### src/rtl/vga_plot_sink.sv
`timescale 1ns/1ps
// Plot-request sink: buffers (x, y, colour) requests, clips off-screen points and
// writes on-screen pixels to the framebuffer at y*WIDTH + x, honouring mem_busy.
module vga_plot_sink #(
  parameter int WIDTH    = 160,
  parameter int HEIGHT   = 120,
  parameter int X_W      = 8,
  parameter int Y_W      = 7,
  parameter int COLOUR_W = 3,
  parameter int ADDR_W   = 15,
  parameter int DEPTH    = 4
) (
  input  logic                clk,
  input  logic                reset,
  input  logic                clear,
  input  logic                in_valid,
  output logic                in_ready,
  input  logic [X_W-1:0]      in_x,
  input  logic [Y_W-1:0]      in_y,
  input  logic [COLOUR_W-1:0] in_colour,
  output logic                mem_we,
  output logic [ADDR_W-1:0]   mem_addr,
  output logic [COLOUR_W-1:0] mem_data,
  input  logic                mem_busy,
  output logic [15:0]         clip_count,
  output logic                frame_done
);

  localparam int PW = $clog2(DEPTH);
  localparam logic [PW:0]       FULL_CNT = (PW+1)'(DEPTH);
  localparam logic [X_W:0]      X_LIM    = (X_W+1)'(WIDTH);
  localparam logic [Y_W:0]      Y_LIM    = (Y_W+1)'(HEIGHT);
  localparam logic [ADDR_W-1:0] W_A      = ADDR_W'(WIDTH);
  localparam logic [ADDR_W-1:0] LAST_A   = ADDR_W'(WIDTH*HEIGHT-1);

  function automatic logic [15:0] sat_inc(input logic [15:0] v);
    return (v == 16'hFFFF) ? v : v + 16'd1;
  endfunction

  logic [X_W-1:0]      x_mem [DEPTH];
  logic [Y_W-1:0]      y_mem [DEPTH];
  logic [COLOUR_W-1:0] c_mem [DEPTH];
  logic [PW-1:0]       wr_ptr, rd_ptr;
  logic [PW:0]         count;
  logic                alive;
  logic                full, empty, push, pop, adv_p1;

  logic [X_W-1:0]      x_p0;
  logic [Y_W-1:0]      y_p0;
  logic [COLOUR_W-1:0] c_p0;
  logic                inr_p0;
  logic [ADDR_W-1:0]   prod_p0;

  logic                vld_p1, inr_p1;
  logic [X_W-1:0]      x_p1;
  logic [COLOUR_W-1:0] c_p1;
  logic [ADDR_W-1:0]   prod_p1;

  logic                we_p2, done_p2;
  logic [ADDR_W-1:0]   addr_p2;
  logic [COLOUR_W-1:0] data_p2;
  logic [15:0]         clip_p2;

  assign full     = (count == FULL_CNT);
  assign empty    = (count == '0);
  assign in_ready = alive && !full;
  assign push     = in_valid && in_ready && !clear;
  assign adv_p1   = !we_p2 || !mem_busy;
  assign pop      = !empty && (!vld_p1 || adv_p1);

  // Stage 0: FIFO head, range check and row-offset product
  assign x_p0    = x_mem[rd_ptr];
  assign y_p0    = y_mem[rd_ptr];
  assign c_p0    = c_mem[rd_ptr];
  assign inr_p0  = ({1'b0, x_p0} < X_LIM) && ({1'b0, y_p0} < Y_LIM);
  assign prod_p0 = inr_p0 ? ADDR_W'(y_p0) * W_A : '0;

  always_ff @(posedge clk or negedge reset) begin
    if (!reset) begin
      wr_ptr <= '0;
      rd_ptr <= '0;
      count  <= '0;
      alive  <= 1'b0;
    end else begin
      alive <= 1'b1;
      if (clear) begin
        wr_ptr <= '0;
        rd_ptr <= '0;
        count  <= '0;
      end else begin
        if (push) wr_ptr <= wr_ptr + PW'(1);
        if (pop)  rd_ptr <= rd_ptr + PW'(1);
        case ({push, pop})
          2'b10:   count <= count + (PW+1)'(1);
          2'b01:   count <= count - (PW+1)'(1);
          default: count <= count;
        endcase
      end
    end
  end

  always_ff @(posedge clk) begin
    if (push) begin
      x_mem[wr_ptr] <= in_x;
      y_mem[wr_ptr] <= in_y;
      c_mem[wr_ptr] <= in_colour;
    end
  end

  // Stage 1: registered request with precomputed row offset
  always_ff @(posedge clk or negedge reset) begin
    if (!reset)          vld_p1 <= 1'b0;
    else if (clear)      vld_p1 <= 1'b0;
    else if (pop)        vld_p1 <= 1'b1;
    else if (adv_p1)     vld_p1 <= 1'b0;
  end

  always_ff @(posedge clk) begin
    if (pop) begin
      x_p1    <= x_p0;
      c_p1    <= c_p0;
      inr_p1  <= inr_p0;
      prod_p1 <= prod_p0;
    end
  end

  // Stage 2: framebuffer write port, clip counter and end-of-frame pulse
  always_ff @(posedge clk or negedge reset) begin
    if (!reset) begin
      we_p2   <= 1'b0;
      addr_p2 <= '0;
      data_p2 <= '0;
      clip_p2 <= '0;
      done_p2 <= 1'b0;
    end else if (clear) begin
      we_p2   <= 1'b0;
      clip_p2 <= '0;
      done_p2 <= 1'b0;
    end else begin
      done_p2 <= we_p2 && !mem_busy && (addr_p2 == LAST_A);
      if (adv_p1) begin
        we_p2 <= vld_p1 && inr_p1;
        if (vld_p1 && inr_p1) begin
          addr_p2 <= prod_p1 + ADDR_W'(x_p1);
          data_p2 <= c_p1;
        end
        if (vld_p1 && !inr_p1) clip_p2 <= sat_inc(clip_p2);
      end
    end
  end

  assign mem_we     = we_p2;
  assign mem_addr   = addr_p2;
  assign mem_data   = data_p2;
  assign clip_count = clip_p2;
  assign frame_done = done_p2;

endmodule

### config.mk
export PLATFORM = sky130hd
export DESIGN_NAME = vga_plot_sink
export DESIGN_NICKNAME = d
export VERILOG_FILES = /design/src/rtl/vga_plot_sink.sv
export SDC_FILE = /design/constraint.sdc
export NUM_CORES = 1
export LEC_CHECK = 0
export ABC_AREA = 1
export BUFFER_PORTS_ARGS = -buffer_cell sky130_fd_sc_hd__clkbuf_2
export CORE_MARGIN = 4
export CORE_UTILIZATION = 50
export CTS_CLUSTER_DIAMETER = 80
export DETAILED_ROUTE_END_ITERATION = 8
export HOLD_SLACK_MARGIN = 0.08
export PLACE_DENSITY = 0.68
export SLEW_MARGIN = 40
export SYNTH_ARGS = -nofsm -noshare
export SYNTH_HDL_FRONTEND = slang
export SYNTH_SLANG_ARGS = --single-unit
### constraint.sdc
create_clock -name clk -period 3.6 [get_ports clk]
set_clock_uncertainty 0.15 [all_clocks]
set_input_delay 0.18 -clock clk [delete_from_list [all_inputs] [get_ports clk]]
set_output_delay 0.18 -clock clk [all_outputs]
set_load 0.01 [all_outputs]
Word level (Yosys, flattened, before mapping)
Memory sizes are Yosys's and may differ from the RTL's. A register that Yosys moved wholly into a read port is not among the register bits.
Index checks and enable logic that the tools add are counted.
{ "totals": {"reg_bits": 69, "wordCells": 78, "mem_bits_rw": 72, "output_inout_bits": 37, "romBits": 0, "latchBits": 0, "inputBits": 23, "n_memories": 3} }
{ "memory_table": {"columns": ["memory", "words", "word_bits", "read_ports", "rd_ports_with_merged_regs", "write_ports", "line_no", "rtl"], "rows": [
  ["x_mem", 4, 8, 1, 0, 1, "40", "logic [X_W-1:0] x_mem [DEPTH];"],
  ["y_mem", 4, 7, 1, 0, 1, "41", "logic [Y_W-1:0] y_mem [DEPTH];"],
  ["c_mem", 4, 3, 1, 1, 1, "42", "logic [COLOUR_W-1:0] c_mem [DEPTH];"]
]} }
{ "op_classes": {"bitwise_logic": 1, "multipliers": 1, "n_reduce_logical": 27, "magnitude_cmp": 2, "shifts": 0, "div_mod_pow": 0, "n_addsub": 6, "mux": 18, "eq_ne": 6} }
{ "ops": {"columns": ["op", "n"], "rows": [
  ["16-bit two-way mux", 4],
  ["16-bit by 1-bit adder with 16-bit output, second input constant", 1],
  ["16-bit == test, second input constant", 1],
  ["15-bit by 8-bit adder with 15-bit output", 1],
  ["15-bit == test, second input constant", 1],
  ["7-bit by 3-bit multiplier with 10-bit output, second input constant", 1],
  ["1-bit logical AND", 9],
  ["8-bit less-than comparator, second input constant", 1],
  ["1-bit two-way mux", 8],
  ["2-bit two-way mux", 4],
  ["2-bit nonzero test", 4],
  ["1-bit logical NOT", 7],
  ["7-bit less-than comparator, second input constant", 1],
  ["3-bit case mux with 2 select lines", 1],
  ["3-bit AND reduction", 2],
  ["3-bit nonzero test", 2],
  ["2-bit by 1-bit adder with 2-bit output, second input constant", 2],
  ["3-bit by 1-bit adder with 3-bit output, second input constant", 1],
  ["3-bit == test, second input constant", 1],
  ["3-bit logical NOT", 1],
  ["3-bit two-way mux", 1],
  ["3-bit by 1-bit subtractor with 3-bit output, second input constant", 1],
  ["2-bit by 1-bit == test with 1-bit output, second input constant", 1],
  ["2-bit == test, second input constant", 1],
  ["3 further kinds", 4]
]} }

Depth between registers and ports, before layout
Gate-level depths: netlist (run 1).
{ "logic_depth": {"word_depth": 8, "depth_mapped": 16, "mapped_depth_nobuf": 15} }

Least setup slack after synthesis (run 1)
No wires, ideal clock.
{ "synth_timing": {"path_kind": "register -> register", "from": "reg rd_ptr[0]", "to": "reg prod_p1[12] (data pin)", "synth_period_minus_slack_ps": 2724, "path_buffers": 2, "required_ps": 3198, "stages_incl_launch_ff": 14, "path_slack_ps": 876, "setup_time_ps": 252, "arrival_time_ps": 2322, "cell_sequence": "dfrtp_1 > inv_2 > buf_2 > clkbuf_1 > nor2_1 > o22ai_1 > ha_1 > ha_1 > inv_1 > fa_1 > nor2_1 > o21ai_0 > nand2_1 > nor2_1"} }
{ "synth_between": {"elab_chain_cells": 3, "word_cells_on_any_way": 6, "classes_between": "1 x mul; 2 x order compare; 1 x reduce/logical; 2 x memory"} }
{ "synth_lines": {"columns": ["item", "line_no", "rtl"], "rows": [
  ["start, declared", "43", "logic [PW-1:0] wr_ptr, rd_ptr;"],
  ["start signal, assigned", "92", "if (pop) rd_ptr <= rd_ptr + PW'(1);"],
  ["branches (longest 3 deep; another with 7-bit by 3-bit multiplier with 10-bit output)", null, null],
  ["end signal, assigned", "123", "prod_p1 <= prod_p0;"],
  ["end, declared", "57", "logic [ADDR_W-1:0] prod_p1;"]
]} }
Several ways; the timed one is not identified.
A chain may end at the register's enable or synchronous reset.

Worst setup path in the final report (run 1)
{ "layout_timing": {"from": "reg rd_ptr[1]", "to": "reg prod_p1[12] (data pin)"} }
The elaborated chain is that of the path after synthesis.

==> results by group, run 1 <==
Run status
  • Status: finished, final reports clean

Job
  • Maxcap violations: 0

Pwr
  • Power per Cell Area: 778.4 nW/um^2
  • Static leakage: 0.003251 uW
  • Peak supply drop: 0.0004728 V

Synth
  • Avg Cell Area, Syn: 10.30 sq um
  • Cells after Synth: 614
  • Synthesized area: 6326 sq um
  • Top FF cell, synth: edfxtp_1
  • Synthesized Nets: 658
  • Ys Warns: 0
  • Xor-xnor portion of the synthesized cell area: 0.01661
  • Compound-Gate Fraction of Synth Area: 0.06468
  • Number of synthesized flops with an enable pin: 94
  • Largest family of logic cells by synthesized area: simple AND/OR/NAND/NOR gates
  • Simple-Gate Fraction of Synth Area: 0.2035
  • Synth Area in Adders: 0.04509
  • Mux cell area share after synthesis: 0
  • FF+latch count, synth: between 100 and 150
  • Sequential area share after synthesis: 0.6242
  • Yosys cell types: 39
  • Ys async rst share: 0.3237

Critical path
  • Required time of the critical path: 3.61 ns
  • Crit Path Max Fanout: 22
  • CP Launch Type: register
  • CP Capture Type: register
  • Arr. time, crit path: about 3 ns
  • WS Path Type: register to register

Routing
  • Avg WL per Cell: ~14 microns
  • Vias: 4524
  • DRC: 0
  • WL final: 12.70 mm
  • Vias per cell: 5.106
  • First-pass iteration count of the detailed router: 4
  • Routed Antenna Nets: 0
  • Initial drt markers: 228

CTS
  • Post-CTS sizing: 0
  • Total setup buffers inserted after CTS: 0
  • Clock Tree Root: clkbuf_16
  • CTS H-tree depth: 4
  • Clock Latency Late Sink: between 0.4 and 0.5 ns
  • CTS Buf Count: 17
  • Max Root-Sink Buffers: 2
  • Sink Count: 139
  • Clock edge transition at the registers on the reported setup and hold paths: 0.06 ns
  • CTS tree: done

Placed design
  • DP HPWL: 8.262 mm
  • Dpl cell area: 6808 sq um
  • I/O Buffers: 59
  • GP Congestion: about 0.9

Global route
  • GRT Total Usage: 0.1882
  • First-pass GRT wire length: 21.29 mm
  • Vias in the first global route: 4515
  • Largest net degree at the start of global routing: 46
  • Initial antenna violation count: 0
  • Grt ovf: 0

Cells and area
  • Nets: 749
  • Fillers: roughly 1000
  • Multi-input gate area in the final layout: 2091 sq um
  • Post-route design area: 7615 sq um
  • # diodes: 0
  • Reg area: 3949 sq um
  • Layout cells sized above 1: 0.1574
  • Synth-to-layout area growth: 20.37%

Timing
  • Slew @ Worst Pin: around 0.68 ns
  • Slew Viols, Final: 0
  • Max_slew headroom: 0.5454
  • Setup TNS: 0 ns
  • RSZ-0062 raised after global routing: false
  • Fin. Hold Viols: 0
  • FMAX: 0.3368 GHz
  • Min Tclk post-route: between 2 and 3 ns
  • Final Setup Violations: 0
  • Period utilization: 0.8248

Die
  • Initial core utilization: 0.5180
  • Die W: 120.5 microns
  • Core area: 12210 sq um
  • Die Span Y: 120.5 microns
  • FP Rows: 40
  • DIE AREA: about 15000 sq um
  • IO Count: 60

Hold path
  • Hold Path Class: input port to asynchronous set/reset pin
-- critical path, stage by stage, from the launching register on --
cell	delay [ns]
dfrtp_1	0.37
inv_1	0.50
nand3_1	0.14
nand2_1	0.12
inv_1	0.06
ha_1	0.29
ha_1	0.19
inv_1	0.06
fa_1	0.40
nor2_1	0.16
o21ai_0	0.13
nand2_1	0.08
nor2_1	0.04
-- cell usage in the layout (no fill, tap or decap), drive strengths merged, types with 15 or more instances in the layout --
cell type and n:
clkbuf 76, dfrtp 45, dlygate4sd3 22, edfxtp 94, ha 18, inv 56
nand2 171, nand3 35, nand4 15, nor2 65, o21ai 48
-- flip-flops by register name, summed over array words and instances, names as in the netlist --
name / count
x_mem: 32
y_mem: 28
clip_count: 16
mem_addr: 15
c_mem: 12
prod_p1: 10
x_p1: 8
c_p1: 3
count: 3
mem_data: 3
rd_ptr: 2
wr_ptr: 2
alive: 1
frame_done: 1
inr_p1: 1
mem_we: 1
vld_p1: 1
-- synthesized netlist by cell type, types with 3 or more instances --
| cell type | n | area, sq um |
|---|---|---|
| a21oi_1 | 6 | 30.03 |
| a31oi_1 | 4 | 25.02 |
| buf_2 | 6 | 30.03 |
| buf_4 | 3 | 22.52 |
| clkbuf_1 | 6 | 22.52 |
| dfrtp_1 | 45 | 1126 |
| edfxtp_1 | 94 | 2823 |
| fa_1 | 3 | 60.06 |
| ha_1 | 18 | 225.2 |
| inv_1 | 47 | 176.4 |
| inv_2 | 3 | 11.26 |
| nand2_1 | 169 | 634.4 |
| nand3_1 | 35 | 175.2 |
| nand3b_1 | 3 | 22.52 |
| nand4_1 | 15 | 93.84 |
| nor2_1 | 59 | 221.5 |
| nor2_4 | 4 | 45.04 |
| nor3_1 | 4 | 20.02 |
| o21ai_0 | 42 | 210.2 |
| o21ai_1 | 5 | 25.02 |
| o21bai_1 | 3 | 22.52 |
| o22ai_1 | 10 | 62.56 |
| xnor2_1 | 4 | 35.03 |
| xor2_1 | 8 | 70.07 |
-- final timing paths --
kind	to	slack, ns	from	cells after the start
max	prod_p1[12]	0.63	rd_ptr[1]	12
min	clip_count[4]	0.23	reset	3
max reg2reg	prod_p1[12]	0.63	rd_ptr[1]	12
min reg2reg	mem_addr[1]	0.28	x_p1[1]	2
max in group asynchronous	mem_addr[0]	2.66	reset	3
min in group clk	mem_addr[1]	0.28	x_p1[1]	2
-- logic make-up after synthesis --
family,Yosys count
DFF,139
xor gates and xnor gates,12
adders and majority gates,21
AOI/OAI and AO/OA,74
and+or+nand+nor,298
other,1
buffers and inverters,69
-- stage by stage --
step                hold slack, ns  total power (uW)  cells  utilization  setup WS, ns
finish                      0.2347              5927    886       0.6236        0.6308
global route                0.2872              6381    886       0.6236        0.3408
CTS                         0.2482              5979    886       0.6236        0.6309
detailed placement          0.1588              4221    832       0.5575        0.6614
global placement            0.1489              4166    832       0.5575        0.7286
floorplan                  -0.2656              3692    614            -        0.8764
-- power breakdown --
group	internal (uW)	switching [uW]
logic	691	1230
clock network	1030	690
registers	2110	176
-- routing by layer --
layer / GRT usage / vias to the layer above / share of wire
met5: 0 / - / 0
met4: 0.08782 / 0 / 0.024
met3: 0.04677 / 31 / 0.046
met2: 0.3091 / 119 / 0.49
met1: 0.2350 / 2113 / 0.44
li1: - / 2261 / -
-- area by class of cell --
cell class	instances	area share
inverters	50	0.02465
multi-input cells	406	0.2746
flip-flops and latches	139	0.5186
clock inverters	15	0.02120
clock buffers	17	0.05587
repair buffers	91	0.07756
well taps	168	0.02760
-- what timing repair did --
item	4_1_cts	5_1_grt
hold buffers	22	0
setup endpoints to repair	0	0
endpoints found under the hold margin	125	0
No activity file was read; power rests on OpenSTA's default activity.
==> run 2, diff against run 1 <==
- PLACE_DENSITY: 0.68 -> 0.71
- clock period: 3.6 -> 2.6 ns (I/O delays scaled with it)
==> results by group, run 2 (synthesized netlist as in run 1, its figures left out) <==
Routing
  • First-pass iteration count of the detailed router: 5 (+1)
  • DRC: 0 (unchanged)
  • Routed Antenna Nets: 0 (unchanged)
  • Avg WL per Cell: 15.99 microns (+12%)
  • Vias per cell: 5.347 (+4.7%)
  • WL final: 14.65 mm (+15%)
  • Vias: 4898 (+8.3%)
  • Initial drt markers: 433 (+90%)

Timing
  • Setup ws final: -0.06228 ns (-0.6930 ns)
  • Min Tclk post-route: 2.662 ns (-0.3070 ns)
  • Final Setup Violations: 3 (+3)
  • Max_slew headroom: 0.6089 (+0.06351)
  • Slew @ Worst Pin: 0.5866 ns (-0.09451 ns)
  • RSZ-0062 raised after global routing: true
  • Slew Viols, Final: 0 (unchanged)
  • Fin. Hold Viols: 0 (unchanged)
  • Period utilization: 1.024 (+0.1992)
  • FMAX: 0.3756 GHz (+12%)

Cells and area
  • Register with the most flip-flops: x_mem
  • Final Non-Filler Cells: 916 (+3.4%)
  • Most common cell after layout, fill and taps aside: nand2_1
  • Reg area: 3950 sq um (about the same)
  • Layout cells sized above 1: 0.2406 (+0.08326)
  • Commonest cells after routing, fill and taps aside: nand2_1, edfxtp_1, clkbuf_2
  • Synth-to-layout area growth: 28.48%
  • Multi-input gate area in the final layout: 2295 sq um (+9.8%)
  • Fillers: 910 (-10%)
  • # diodes: 0 (unchanged)
  • Max FFs per register: 32 (unchanged)
  • Nets: 779 (+4.0%)

Critical path
  • CP Capture Type: register
  • CP Launch Type: register
  • WS Path Type: register to register
  • Arr. time, crit path: 2.67 ns (-0.31 ns)
  • Depth of the worst register-to-register path: 11 (-1)
  • Required time of the critical path: 2.61 ns (-1.00 ns)
  • Crit Path Max Fanout: 6 (-73%)

Global route
  • Initial antenna violation count: 0 (unchanged)
  • First-pass GRT wire length: 22.07 mm (+3.7%)
  • Vias in the first global route: 4637 (+2.7%)
  • Grt ovf: 0 (unchanged)
  • Largest net degree at the start of global routing: 46 (unchanged)
  • GRT Total Usage: 0.1958 (+0.007608)

Placed design
  • GP Congestion: 0.8946 (+2.1%)
  • Dpl ws: -0.01211 ns (-0.6735 ns)
  • DP HPWL: 8.819 mm (+6.7%)
  • I/O Buffers: 59 (unchanged)
  • Dpl cells: 844 (+1.4%)

Job
  • Maxcap violations: 0 (unchanged)

CTS
  • Clock Latency Late Sink: 0.42 ns (about the same)
  • Max Root-Sink Buffers: 2 (unchanged)
  • Clock edge transition at the registers on the reported setup and hold paths: 0.06 ns (about the same)
  • CTS Buf Count: 17 (unchanged)
  • Sink Count: 139 (unchanged)
  • CTS H-tree depth: 4 (unchanged)
  • Clock Tree Root: clkbuf_16
  • CTS tree: done

Pwr
  • Power per Cell Area: 1154 nW/um^2 (+48%)
  • Peak supply drop: 0.0006278 V (+33%)
  • Static leakage: 0.003446 uW (+6.0%)
  • Clock power share: 0.258 (-0.032)
  • Logic pwr share: 0.400 (+0.076)
  • Sw power: 3358 uW (+60%)
  • Pint: 6024 uW (+57%)
  • Pwr Total: 9383 uW (+58%)
  • Sw Share: 0.3579 (+0.004443)
  • Sequential share of power: 0.342 (-0.044)

Hold path
  • Hold Path Class: input port to asynchronous set/reset pin

Die
  • DIE AREA: 14520 sq um (unchanged)
  • Core area: 12210 sq um (unchanged)
  • Die W: 120.5 microns (unchanged)
  • Die Span Y: 120.5 microns (unchanged)
  • Initial core utilization: 0.5180 (unchanged)
  • IO Count: 60 (unchanged)
  • FP Rows: 40 (unchanged)

Run status
  • Status: complete, but fails checks
  • Failing checks: setup timing
## run 2: changes by cell type in the layout (fill, tap and decap cells not counted), moves of 4 or more
cell	delta
buf_4	+24
clkinv_2	+4
ha_1	-9
ha_4	+7
inv_1	-4
inv_6	-4
nand2_1	-9
nand2_2	+7
o21ai_0	-5
## run 2: final timing paths
path | end | slack, ns | startpoint
worst max-delay path | prod_p1[10] | -0.06 | rd_ptr[0]
min in group clk | mem_data[2] | 0.29 | c_p1[2]
max in group asynchronous | rd_ptr[0] | 1.67 | reset
worst min-delay path | mem_addr[12] | 0.20 | reset
worst max register to register | prod_p1[10] | -0.06 | rd_ptr[0]
worst min register to register | mem_data[2] | 0.29 | c_p1[2]
## run 2: cell type report
type,count,share of cell area
Inverter,50,0.02432
Sequential cell,139,0.4860
Clock inverter,15,0.02155
Timing Repair Buffer,121,0.1076
Tap cell,168,0.02586
Clock buffer,17,0.05234
Multi-Input combinational cell,406,0.2823
## run 2: critical path: stages, from the launching register on
cell	delay, ns
dfrtp_2	0.44
buf_6	0.14
clkbuf_16	0.15
a21oi_2	0.18
a32oi_2	0.12
ha_4	0.31
ha_4	0.13
inv_2	0.04
fa_2	0.38
buf_4	0.15
xor2_1	0.14
nor2_1	0.05
## run 2: routing by layer
metal  routed length, microns  GRT usage  vias up
met5                        0          0        -
met3                      813    0.04630       39
met4                      404    0.09419        0
met2                     7605     0.3332      172
met1                     5823     0.2345     2360
li1                         -          -     2327
## run 2: power groups by stage
stage | registers, uW | logic (uW) | clock network [uW]
detailed placement | 3240 | 2800 | 0
floorplan | 3230 | 1920 | 0
global placement | 3220 | 2670 | 0
CTS | 3200 | 2870 | 2450
global route | 3270 | 4100 | 2550
finish | 3210 | 3750 | 2420
## run 2: what timing repair did
| action | in CTS | in global routing |
|---|---|---|
| endpoints found under the setup margin | 2 | 5 |
| setup buffers | 0 | 16 |
| endpoints found under the hold margin | 130 | 0 |
| hold buffers | 22 | 0 |
| pin swaps | 1 | 17 |
| cloned | 0 | 2 |
| resized for setup | 2 | 54 |
## run 2: per-stage QoR
stage | hold WS, ns | instance area (sq um) | util | TNS (ns)
after floorplan | -0.3156 | 6350 | - | 0
after global placement | 0.1001 | 6910 | 0.5659 | 0
after detailed placement | 0.09811 | 6910 | 0.5659 | -0.01211
after CTS | 0.2017 | 7736 | 0.6335 | 0
after global routing | 0.2369 | 8128 | 0.6656 | -0.4848
final | 0.1966 | 8128 | 0.6656 | -0.1310
==> run 3, diff against run 2 <==
- CELL_PAD_IN_SITES_DETAIL_PLACEMENT: unset -> 1
- CELL_PAD_IN_SITES_GLOBAL_PLACEMENT: unset -> 2
- CORE_UTILIZATION: 50 -> 35
- PLACE_DENSITY: 0.71 -> 0.75
==> results by group, run 3 (synthesized netlist as in run 1, its figures left out) <==
Die
  • DIE AREA: 20290 sq um (+40%)
  • Core area: 17480 sq um (+43%)
  • Die W: 142.4 microns (+18%)
  • IO Count: 60 (unchanged)
  • FP Rows: 48 (+20%)
  • Die Span Y: 142.4 microns (+18%)
  • Initial core utilization: 0.3620 (-0.1561)

Timing
  • Setup TNS: 0 ns (+0.1310 ns)
  • Max_slew headroom: 0.6136 (+0.004679)
  • Slew @ Worst Pin: 0.5796 ns (-0.007018 ns)
  • Final Setup Violations: 0 (-3)
  • RSZ-0062 raised after global routing: true
  • FMAX: 0.3898 GHz (+3.8%)
  • Min Tclk post-route: 2.565 ns (-0.09707 ns)
  • Setup ws final: 0.03479 ns (+0.09707 ns)
  • Fin. Hold Viols: 0 (unchanged)
  • Period utilization: 0.9866 (-0.03734)
  • Slew Viols, Final: 0 (unchanged)
  • Final hold slack: 0.09466 ns (-0.1019 ns)

Pwr
  • Sequential share of power: 0.338 (-0.004)
  • Pint: 6176 uW (+2.5%)
  • Sw power: 3334 uW (-0.74%)
  • Power per Cell Area: 1155 nW/um^2 (about the same)
  • Sw Share: 0.3505 (-0.007379)
  • Static leakage: 0.003457 uW (+0.32%)
  • Clock power share: 0.269 (+0.011)
  • Logic pwr share: 0.393 (-0.007)
  • Peak supply drop: 0.0005044 V (-20%)

Job
  • Maxcap violations: 0 (unchanged)

Cells and area
  • Synth-to-layout area growth: 30.16%
  • Layout cells sized above 1: 0.2387 (-0.001975)
  • Commonest cells after routing, fill and taps aside: nand2_1, edfxtp_1, clkbuf_2
  • Reg area: 3950 sq um (unchanged)
  • Most common cell after layout, fill and taps aside: nand2_1
  • Final Util: 0.4711 (-0.1944)
  • Fillers: 1920 (+110%)
  • # diodes: 0 (unchanged)
  • Nets: 782 (+0.39%)
  • Max FFs per register: 32 (unchanged)
  • Multi-input gate area in the final layout: 2271 sq um (-1.0%)
  • Register with the most flip-flops: x_mem
  • Post-route design area: 8234 sq um (+1.3%)

CTS
  • Clock edge transition at the registers on the reported setup and hold paths: 0.06 ns (about the same)
  • Sink Count: 139 (unchanged)
  • CTS H-tree depth: 4 (unchanged)
  • Clock Tree Root: clkbuf_16
  • CTS tree: done
  • Clock Latency Late Sink: 0.41 ns (about the same)
  • Max Root-Sink Buffers: 2 (unchanged)
  • CTS Buf Count: 17 (unchanged)

Placed design
  • Dpl cell area: 7049 sq um (+2.0%)
  • DP HPWL: 10.88 mm (+23%)
  • I/O Buffers: 59 (unchanged)
  • GP Congestion: 0.8260 (-7.7%)
  • Dpl ws: -0.1118 ns (-0.09971 ns)

Global route
  • Largest net degree at the start of global routing: 25 (-46%)
  • Initial antenna violation count: 0 (unchanged)
  • Grt ovf: 0 (unchanged)
  • First-pass GRT wire length: 26.48 mm (+20%)
  • GRT Total Usage: 0.1662 (-0.02964)
  • Vias in the first global route: 5112 (+10%)

Routing
  • Avg WL per Cell: 16.75 microns (+4.7%)
  • DRC: 0 (unchanged)
  • Initial drt markers: 249 (-42%)
  • Vias: 4797 (-2.1%)
  • Routed Antenna Nets: 0 (unchanged)
  • First-pass iteration count of the detailed router: 5 (unchanged)
  • Vias per cell: 4.920 (-8.0%)
  • WL final: 16.33 mm (+11%)

Critical path
  • CP Launch Type: register
  • Required time of the critical path: 2.60 ns (about the same)
  • Arr. time, crit path: 2.56 ns (-0.11 ns)
  • CP Capture Type: register
  • WS Path Type: register to register
  • Crit Path Max Fanout: 12 (+6)

Hold path
  • Hold Path Class: input port to asynchronous set/reset pin

Run status
  • Status: finished, final reports clean
-- run 3: cell count changes in the layout (fill, tap and decap cells not counted), moves of 2 or more --
| cell | delta |
|---|---|
| nand2_2 | +2 |
| nor2_4 | -2 |
| buf_4 | +2 |
| o21ai_1 | +3 |
| buf_12 | +2 |
| nand2_4 | -2 |
| clkinv_2 | -4 |
| o21ai_0 | -2 |
-- run 3: repair_timing --
item	4_1_cts	5_1_grt
hold buffers	22	0
pin swaps	1	15
setup buffers	0	12
gates cloned	0	1
gates resized for setup	9	44
hold endpoints to repair	130	0
setup endpoints to repair	5	5
-- run 3: path summary, 6_finish.rpt --
check | start | end | slack, ns | depth (start not counted)
max | rd_ptr[0] | prod_p1[13] | 0.03 | 15
min | reset | clip_count[11] | 0.09 | 2
max reg2reg | rd_ptr[0] | prod_p1[13] | 0.03 | 15
min reg2reg | x_p1[1] | mem_addr[1] | 0.29 | 2
max in group asynchronous | reset | rd_ptr[0] | 1.55 | 3
min in group clk | x_p1[1] | mem_addr[1] | 0.29 | 2
-- run 3: final cells by class --
class                           count  area share
Clock buffer                       18     0.05212
Clock inverter                     13     0.02355
Inverter                           50     0.02431
Multi-Input combinational cell    406      0.2758
Sequential cell                   139      0.4797
Tap cell                          225     0.03419
Timing Repair Buffer              124      0.1103
-- run 3: layer usage --
metal | global-route usage | up-vias | share of wire
li1 | - | 2337 | -
met1 | 0.2125 | 2381 | 0.45
met4 | 0.04902 | 0 | 0.010
met2 | 0.2876 | 66 | 0.51
met3 | 0.03125 | 13 | 0.034
met5 | 0 | - | 0
-- run 3: worst max-delay path: stages (launching register included) --
cell and delay, ns:
dfrtp_2 0.45, buf_12 0.15, buf_12 0.14, o21ai_1 0.12
nand2_1 0.07, nand2_2 0.13, ha_4 0.22, ha_4 0.26
nand2_2 0.08, a21oi_1 0.06, nor2_1 0.15, nand2_1 0.10
nand3_2 0.07, nand2_1 0.05, inv_1 0.05, nor2_1 0.03
-- run 3: metrics by stage --
stage,std cells,power (uW)
final,975,9510
after global routing,975,10230
after CTS,963,8965
after detailed placement,910,6244
after global placement,910,6150
after floorplan,614,5147
-- run 3: power groups by stage --
stage                     clock (uW)  sequential, uW  combinational, uW
after CTS                       2610            3220               3140
after detailed placement           0            3260               2990
after global routing            2750            3260               4220
after global placement             0            3240               2910
after floorplan                    0            3230               1920
final                           2560            3210               3740
